==> src/rtl/int_to_fp_pkg.sv <==
// Shared widths, the zero constant and the packed floating-point layout
// for the 8-bit integer to 13-bit float converter.
package int_to_fp_pkg;

  localparam int INT_W  = 8;
  localparam int EXP_W  = 4;
  localparam int FRAC_W = 8;
  localparam int FP_W   = 13;

  localparam logic [FP_W-1:0] FP_ZERO = 13'h0000;

  // Value is (-1)^sign * 0.frac * 2^exp, frac is an unsigned fraction.
  typedef struct packed {
    logic              sign;
    logic [EXP_W-1:0]  exp;
    logic [FRAC_W-1:0] frac;
  } fp_t;

endpackage

==> src/rtl/int_to_fp_norm.sv <==
// Combinational normaliser: finds the leading one of an unsigned magnitude,
// shifts it up to the top fraction bit and reports the matching exponent.
module int_to_fp_norm
  import int_to_fp_pkg::*;
(
  input  logic [INT_W-1:0]  mag_i,
  output logic [EXP_W-1:0]  exp_o,
  output logic [FRAC_W-1:0] frac_o,
  output logic              zero_o
);

  logic [2:0] shiftAmt;

  // Priority leading-one detect; the highest set bit wins and sets the shift.
  always_comb begin
    shiftAmt = 3'd0;
    zero_o   = 1'b0;
    if (mag_i[7])      shiftAmt = 3'd0;
    else if (mag_i[6]) shiftAmt = 3'd1;
    else if (mag_i[5]) shiftAmt = 3'd2;
    else if (mag_i[4]) shiftAmt = 3'd3;
    else if (mag_i[3]) shiftAmt = 3'd4;
    else if (mag_i[2]) shiftAmt = 3'd5;
    else if (mag_i[1]) shiftAmt = 3'd6;
    else if (mag_i[0]) shiftAmt = 3'd7;
    else               zero_o   = 1'b1;
  end

  // Zero has no leading one, so it is forced to exp 0 and frac 0 explicitly.
  always_comb begin
    exp_o  = '0;
    frac_o = '0;
    if (!zero_o) begin
      exp_o  = 4'd8 - {1'b0, shiftAmt};
      frac_o = mag_i << shiftAmt;
    end
  end

endmodule

==> src/rtl/int_to_fp.sv <==
// Top level: takes the sign and magnitude of a signed 8-bit sample, normalises
// the magnitude and registers the float result with one cycle of latency.
module int_to_fp
  import int_to_fp_pkg::*;
(
  input  logic             clk,
  input  logic             reset,
  input  logic             in_valid,
  input  logic [INT_W-1:0] int_in,
  output logic             out_valid,
  output logic [FP_W-1:0]  fp
);

  logic              sign;
  logic [INT_W-1:0]  mag;
  logic [EXP_W-1:0]  normExp;
  logic [FRAC_W-1:0] normFrac;
  logic              normZero;
  fp_t               fp_d, fp_q;
  logic              out_valid_d, out_valid_q;

  // Sign is the MSB; the 8-bit two's-complement negate maps -128 onto 128.
  always_comb begin
    sign = int_in[INT_W-1];
    mag  = sign ? (~int_in + 8'd1) : int_in;
  end

  int_to_fp_norm u_norm (
    .mag_i  (mag),
    .exp_o  (normExp),
    .frac_o (normFrac),
    .zero_o (normZero)
  );

  // New result on a valid sample, otherwise hold the last result.
  always_comb begin
    fp_d        = fp_q;
    out_valid_d = in_valid;
    if (in_valid) begin
      fp_d.sign = sign & ~normZero;
      fp_d.exp  = normExp;
      fp_d.frac = normFrac;
    end
  end

  // Output registers; reset clears them at once and drops any in-flight sample.
  always_ff @(posedge clk or posedge reset) begin
    if (reset) begin
      fp_q        <= FP_ZERO;
      out_valid_q <= 1'b0;
    end else begin
      fp_q        <= fp_d;
      out_valid_q <= out_valid_d;
    end
  end

  assign fp        = fp_q;
  assign out_valid = out_valid_q;

endmodule

==> config.mk <==
export PLATFORM = sky130hd
export DESIGN_NAME = int_to_fp
export DESIGN_NICKNAME = d
export VERILOG_FILES = /design/src/rtl/int_to_fp_pkg.sv /design/src/rtl/int_to_fp_norm.sv /design/src/rtl/int_to_fp.sv
export SDC_FILE = /design/constraint.sdc
export NUM_CORES = 1
export LEC_CHECK = 0
export ABC_CLOCK_PERIOD_IN_PS = 1000
export CORE_ASPECT_RATIO = 0.8
export CORE_MARGIN = 1
export CORE_UTILIZATION = 35
export DETAILED_ROUTE_END_ITERATION = 8
export PLACE_DENSITY = 0.72
export SETUP_SLACK_MARGIN = 0.3
export SLEW_MARGIN = 40
export SYNTH_ARGS = -nofsm -noshare
export SYNTH_HDL_FRONTEND = slang
export SYNTH_HIERARCHICAL = 1
export SYNTH_SLANG_ARGS = --single-unit
==> constraint.sdc <==
create_clock -name clk -period 1 [get_ports clk]
set_input_delay 0.3 -clock clk [delete_from_list [all_inputs] [get_ports clk]]
set_output_delay 0.3 -clock clk [all_outputs]
set_load 0.01 [all_outputs]
==> metrics.sh, run 1 <==
STATUS='complete, but fails checks'
VIOLATIONS='negative setup slack'
MAX-SLEW-MARGIN-REL=0.585
DRC_ERRORS=0
DETAILROUTE.VIA_COUNT=1180
PATH_CLASS='in2reg'
WORST_PATH_LARGEST_CELL_DELAY_NS=0.34
DRT-PASS1-ITER-COUNT=4
WORSTREGTOREGCELLS=2
POST_ROUTE_CELLS_DRIVE_ABOVE_1_SHARE=0.679
FINAL_PERIOD_MINUS_WORST_SETUP_SLACK_NS=2.24
ANTENNA_FOUND_INITIAL=0
AREA.GROWTH.SYNTH_TO_FINAL_PCT=82.6
STATIC-LEAKAGE-POWER_nW=0.915
YOSYS.CELL_TYPES.COUNT=39
CRITICAL_PATH.TOP_DELAY_FAMILY='compound AO/OA/AOI/OAI gates'
DIE_W_UM=63.0
REPORT.POWER.TOTAL_mW=2.39
PATH_DEPTH=11
HP-CLASS='in2async'
REG2REG_SLACK_NS=0.12
COREAREA_UM2=2790
PATH_CLK_SLEW_NS=0.05
LAYOUTNONFILLERINSTCOUNT=222
ROOT_BUFFER='sky130_fd_sc_hd__clkbuf_8'
NUMBER_OF_CTS_INSERTED_BUFFERS=3
GRT_START_MAX_NET_PINS=15
SYNTH_AREA_LEADERS='sky130_fd_sc_hd__dfrtp_1 34%, sky130_fd_sc_hd__mux2_1 12%, sky130_fd_sc_hd__inv_1 4.3%'
WIRE_PER_INST_UM=16.8
POST-ROUTE-CELL-AREA_UM2=1910
PLACE_INST=206
CRIT_PATH_START_KIND='primary input'
ROUTED_VIA_DENSITY=5.32
YS_ASYNC_SR_FRACTION=1.00
PLACE_CONGESTION=0.841
WORST_PATH_MAX_DELAY_CELL='sky130_fd_sc_hd__o32a_1'
CRITICAL_PATH_REQUIRED_NS=1.12
CLOCKBUFFERDEPTH=2
R2R-END='fp[10]'
ANT_NETS=0
YOSYS_REGISTER_BITS=14
SYNTH-EDFF-COUNT=0
DIE_HEIGHT_UM=50.8
YOSYS_WARNINGS=6
POWERDENSITY_nW_PER_UM2=1260
YOSYS.AREA.TOP_TYPE_SHARE=0.336
SYN_AREA_PER_CELL_UM2=9.07
INITIAL_CORE_UTIL=0.374
IR_WORST_VDD_mV=0.968
CLOCK_LATENCY_NS=0.24
SYNTHFLOPTYPE='sky130_fd_sc_hd__dfrtp_1'
CLOCK_SINK_COUNT=14
DETAILEDPLACE.WORSTSLACK_NS=-1.95
BOUNDARY_PIN_COUNT=25
COMMONEST_NON_FILL_NON_TAP_CELL_IN_THE_LAYOUT='sky130_fd_sc_hd__buf_4'
WORSTREG2REGSTART='fp[10]'
PERIOD_SHARE=2.24
PLACE_HPWL_UM=2280
N_ANTENNA_CELL=0
SYN-NUM-NETS=128
RSZ0062_AT_GRT='yes'
CRIT_PATH_CELL_TRACE='buf_2, buf_4, nand2b_4, o21ai_1, xnor2_2, nand2b_1, a21oi_4, o32a_1, mux2i_2, o22ai_2, mux2_4'
SETUP_VIOLATIONS=27
CLOCK.FMAX_MHz=447
GRT_OVERFLOW=0
REPORT.FINAL.SLEW_VIOL_COUNT=0
ROWS=17
SKEW_NS=0
SYNTH.YOSYS.SEQ_AREA_SHARE=0.336
LAYOUT.CELLS.MOST_COMMON_LIST='37 x sky130_fd_sc_hd__buf_4, 17 x sky130_fd_sc_hd__buf_2, 14 x sky130_fd_sc_hd__dfrtp_1'
CRIT_FANOUT=4
CTS.HTREE.LEVELS=1
FINAL-HOLD-VIOLATION-COUNT=0
ENDPOINT_KIND='flop'
POST_SYNTH_INST_COUNT=115
CP_ARRIVAL_NS=2.36
GRT.TOTAL_USAGE=0.242
DPL_CELL_AREA_UM2=1610
DRT_FIRST_ITER_VIOLATIONS=55
CRITPATHBUFINV=2
WORST_MARGIN_SLEW_NS=0.617
TIMING.HOLD.WS_NS=0.371
FINALWORSTSETUPSLACK_NS=-1.24
YOSYSTOPAREACELL='sky130_fd_sc_hd__dfrtp_1'
VIAS_IN_THE_FIRST_GLOBAL_ROUTE=1236
MAX_CAP_VIOLATIONS=0
GLOBAL_ROUTE_WIRE_LENGTH_BEFORE_REPAIR_UM=5880
PORT-BUFFER-COUNT=24
TRITONCTS_CLOCK_TREE='built'
DRT_WL_TOTAL_UM=3730
FLOORPLAN.DIE_AREA_UM2=3210
SYN_AREA_UM2=1040
FINISH.NET_COUNT=199
cells by family (layout without fill, tap and decap cells):
kind of cell               Yosys count  count (layout)  synth area share
muxes                               13              13             0.139
xor gates and xnor gates             5               5            0.0420
and+or+nand+nor                     33              33             0.179
AOI/OAI and AO/OA                   29              29             0.188
buffers and inverters               19              88            0.0923
adders and majority gates            2               2            0.0240
DFF                                 14              14             0.336
report_power, final:
| group | leakage [nW] | switching (mW) | internal, mW |
|---|---|---|---|
| Combinational | 0.727 | 0.557 | 0.675 |
| Sequential | 0.167 | 0.0498 | 0.660 |
| Clock | 0.0216 | 0.184 | 0.266 |
| Total | 0.915 | 0.791 | 1.60 |
per-layer routing:
metal,track usage,vias to the layer above,wire length (um)
met5,0,-,0
met2,0.425,48,1820
met4,0.0659,0,77
met1,0.303,579,1640
met3,0.0491,12,190
li1,-,541,-
cell usage after synthesis, drive strengths merged (2+ instances only):
cell and count:
nor2 8, buf 6, mux2 12, o21ai 10, xnor2 5, a21oi 8
o22ai 2, nor4 3, or3 2, and2 2, dfrtp 14, ha 2
o31ai 2, nand2 9, inv 12, nand2b 4
how the worst max path moves through the flow:
stage                    from  endpoint  slack, ns
detailed placement  int_in[1]     fp[9]      -1.95
global route        int_in[0]     fp[6]      -1.33
CTS                 int_in[1]     fp[9]      -1.22
finish              int_in[2]     fp[6]      -1.24
global placement    int_in[1]     fp[9]      -1.85
floorplan           int_in[1]     fp[9]      -1.26
cell type report:
class                           instances  area [um^2]
Fill cell                             195          881
Multi-Input combinational cell         82          817
Timing Repair Buffer                   73          604
Sequential cell                        14          350
Tap cell                               38         47.5
Inverter                               12         45.0
Clock buffer                            3         41.3
worst register-to-register path: stages (launching register included):
cell and delay (ns):
sky130_fd_sc_hd__dfrtp_1 0.38, sky130_fd_sc_hd__buf_4 0.13, sky130_fd_sc_hd__mux2_4 0.26
state kept, by name, indices dropped and copies added (netlist names):
signal / cells
out_valid: 1
fp: 13
per-stage QoR:
step | util | TNS (ns)
2_1_floorplan | - | -13.05
3_3_place_gp | 0.577 | -24.00
3_5_place_dp | 0.577 | -24.68
4_1_cts | 0.640 | -14.20
5_1_grt | 0.684 | -15.53
6_report | 0.684 | -14.54
timing repair:
| item | CTS | global route |
|---|---|---|
| resized for setup | 117 | 26 |
| gates cloned | 1 | 0 |
| hold buffers | 0 | 0 |
| pin swaps | 19 | 18 |
| endpoints found under the setup margin | 28 | 27 |
| setup buffers | 9 | 3 |
| hold endpoints to repair | 0 | 0 |
No activity file was read; power rests on OpenSTA's default activity.
==> run 2, diff against run 1 <==
--- a/config.mk
+++ b/config.mk
@@ -6,11 +6,12 @@
 export NUM_CORES = 1
 export LEC_CHECK = 0
 export ABC_CLOCK_PERIOD_IN_PS = 1000
-export CORE_ASPECT_RATIO = 0.8
+export CORE_ASPECT_RATIO = 0.5
 export CORE_MARGIN = 1
 export CORE_UTILIZATION = 35
+export CTS_CLUSTER_SIZE = 14
 export DETAILED_ROUTE_END_ITERATION = 8
-export PLACE_DENSITY = 0.72
+export PLACE_DENSITY = 0.65
 export SETUP_SLACK_MARGIN = 0.3
 export SLEW_MARGIN = 40
 export SYNTH_ARGS = -nofsm -noshare
==> metrics.sh, run 2 (synthesis results as in run 1) <==
STATUS='complete, but fails checks'
VIOLATIONS='negative setup slack'
PORT-BUFFER-COUNT=24  # unchanged
VIAS_IN_THE_FIRST_GLOBAL_ROUTE=1020  # -17%
LAYOUT.CELLS.MOST_COMMON_LIST='49 x sky130_fd_sc_hd__buf_4, 14 x sky130_fd_sc_hd__dfrtp_1, 14 x sky130_fd_sc_hd__buf_2'
ROOT_BUFFER='sky130_fd_sc_hd__clkbuf_8'
FINAL_PERIOD_MINUS_WORST_SETUP_SLACK_NS=2.21  # -0.0266 ns
DIE_W_UM=79.2  # +26%
POWERDENSITY_nW_PER_UM2=1300  # +3.9%
CTS-HOLD-FIX-BUFFERS=0  # unchanged
REG2REG_SLACK_NS=0.01  # -0.11 ns
FILL_CELLS=193  # -1.0%
FINALCOREUTILIZATION=0.708  # +0.0236
DRC_ERRORS=0  # unchanged
PERIOD_SHARE=2.21  # -0.0266
GRT_START_MAX_NET_PINS=15  # unchanged
CLOCKBUFFERDEPTH=2  # unchanged
FINISH.NET_COUNT=206  # +3.5%
MAX-SLEW-MARGIN-REL=0.779  # +0.194
N_ANTENNA_CELL=0  # unchanged
CRITICAL_PATH_REQUIRED_NS=1.14  # +0.02 ns
SETUP_TNS_NS=-14.26  # +0.279 ns
GRT.TOTAL_USAGE=0.196  # -0.0463
COREAREA_UM2=2720  # -2.5%
DIE_HEIGHT_UM=40.6  # -20%
WIRE_PER_INST_UM=14.3  # -15%
PLACE_CONGESTION=0.881  # +4.8%
CTS.HTREE.LEVELS=1  # unchanged
SKEW_NS=0  # unchanged
REPORT.FINAL.SLEW_VIOL_COUNT=0  # unchanged
WORST_MARGIN_SLEW_NS=0.329  # -0.288 ns
ROUTED_VIA_DENSITY=5.08  # -4.5%
FLOORPLAN.DIE_AREA_UM2=3220  # +0.37%
CLOCK.FMAX_MHz=453  # +1.2%
COMMONEST_NON_FILL_NON_TAP_CELL_IN_THE_LAYOUT='sky130_fd_sc_hd__buf_4'
ENDPOINT_KIND='flop'
FINAL-HOLD-VIOLATION-COUNT=0  # unchanged
STATIC-LEAKAGE-POWER_nW=0.930  # +1.6%
HP-CLASS='in2async'
PATH_CLK_SLEW_NS=0.06  # about the same
INITIAL_CORE_UTIL=0.384  # +0.00966
PATH_CLASS='in2reg'
AREA.GROWTH.SYNTH_TO_FINAL_PCT=84.2
MAX_CAP_VIOLATIONS=0  # unchanged
GRT_OVERFLOW=0  # unchanged
CRIT_FANOUT=6  # +2
CRIT_PATH_START_KIND='primary input'
POST_ROUTE_CELLS_DRIVE_ABOVE_1_SHARE=0.651  # -0.0283
LARGEST_REG_FLOPS=13  # unchanged
DRT-PASS1-ITER-COUNT=5  # +1
NUMBER_OF_CTS_INSERTED_BUFFERS=3  # unchanged
ROWS=13  # -4
DETAILROUTE.VIA_COUNT=1163  # -1.4%
CLOCK_SINK_COUNT=14  # unchanged
RSZ0062_AT_GRT='yes'
PLACE_HPWL_UM=2060  # -9.6%
IR_WORST_VDD_mV=0.599  # -38%
FINALWORSTSETUPSLACK_NS=-1.21  # +0.0266 ns
DRT_FIRST_ITER_VIOLATIONS=101  # +84%
ANTENNA_FOUND_INITIAL=0  # unchanged
SETUP_VIOLATIONS=27  # unchanged
BOUNDARY_PIN_COUNT=25  # unchanged
CP_ARRIVAL_NS=2.35  # about the same
TRITONCTS_CLOCK_TREE='built'
ANT_NETS=0  # unchanged
CLOCK_LATENCY_NS=0.25  # about the same
GLOBAL_ROUTE_WIRE_LENGTH_BEFORE_REPAIR_UM=4620  # -21%
DRT_WL_TOTAL_UM=3290  # -12%
## run 2: cell type report
type,count,area [um^2],share of cell area
sequential,14,350,0.182
clock buffer,4,55.1,0.0286
multi-input combinational,82,811,0.422
timing repair buffer,80,614,0.320
tap,37,46.3,0.0241
inverter,12,45.0,0.0234
## run 2: critical path, cell delays in order
cell and delay (ns):
sky130_fd_sc_hd__buf_6 0.09, sky130_fd_sc_hd__or3_4 0.40, sky130_fd_sc_hd__o31ai_4 0.27, sky130_fd_sc_hd__xnor2_4 0.21, sky130_fd_sc_hd__nand2b_1 0.17, sky130_fd_sc_hd__a21oi_1 0.08
sky130_fd_sc_hd__o32a_1 0.22, sky130_fd_sc_hd__mux2i_1 0.22, sky130_fd_sc_hd__o22ai_1 0.12, sky130_fd_sc_hd__mux2_4 0.27
## run 2: worst paths after layout
path	startpoint	end	depth (start not counted)
max in group asynchronous	reset	fp[6]	3
max	int_in[1]	fp[6]	10
min	reset	fp[0]	3
min in group clk	in_valid	out_valid	2
max reg2reg	fp[4]	fp[4]	3
min reg2reg	fp[0]	fp[0]	1
## run 2: through the flow
| step | setup slack (ns) | instances | area, um^2 | hold WS (ns) | power, mW |
|---|---|---|---|---|---|
| final | -1.21 | 229 | 1920 | 0.367 | 2.51 |
| after global routing | -1.29 | 229 | 1920 | 0.385 | 2.63 |
| after CTS | -1.21 | 224 | 1800 | 0.373 | 2.36 |
| after detailed placement | -1.90 | 206 | 1600 | 0.476 | 1.62 |
| after global placement | -1.83 | 206 | 1600 | 0.468 | 1.60 |
| after floorplan | -1.26 | 115 | 1070 | 0.189 | 1.16 |
## run 2: layer usage
layer | up-vias | part of all wire | global-route usage
met5 | - | 0 | 0
met4 | 0 | 0.024 | 0.0727
met3 | 15 | 0.069 | 0.0533
met2 | 48 | 0.48 | 0.336
met1 | 542 | 0.43 | 0.247
li1 | 558 | - | -
## run 2: what timing repair did
item                                   in CTS  in global routing
resized for setup                         110                 20
setup endpoints to repair                  28                 27
cloned                                      0                  0
endpoints found under the hold margin       0                  0
setup buffers                              14                  5
pin swaps                                  22                 18
## run 2: where the power goes
part	internal, mW	switching, mW	leakage (nW)
Sequential	0.659	0.0394	0.167
Combinational	0.694	0.542	0.734
Clock	0.350	0.222	0.0288
==> run 3, diff against run 2 <==
--- a/config.mk
+++ b/config.mk
@@ -5,7 +5,6 @@
 export SDC_FILE = /design/constraint.sdc
 export NUM_CORES = 1
 export LEC_CHECK = 0
-export ABC_CLOCK_PERIOD_IN_PS = 1000
 export CORE_ASPECT_RATIO = 0.5
 export CORE_MARGIN = 1
 export CORE_UTILIZATION = 35
==> results of run 3 <==
Final layout, timing and power as in run 2 (identical DEF).
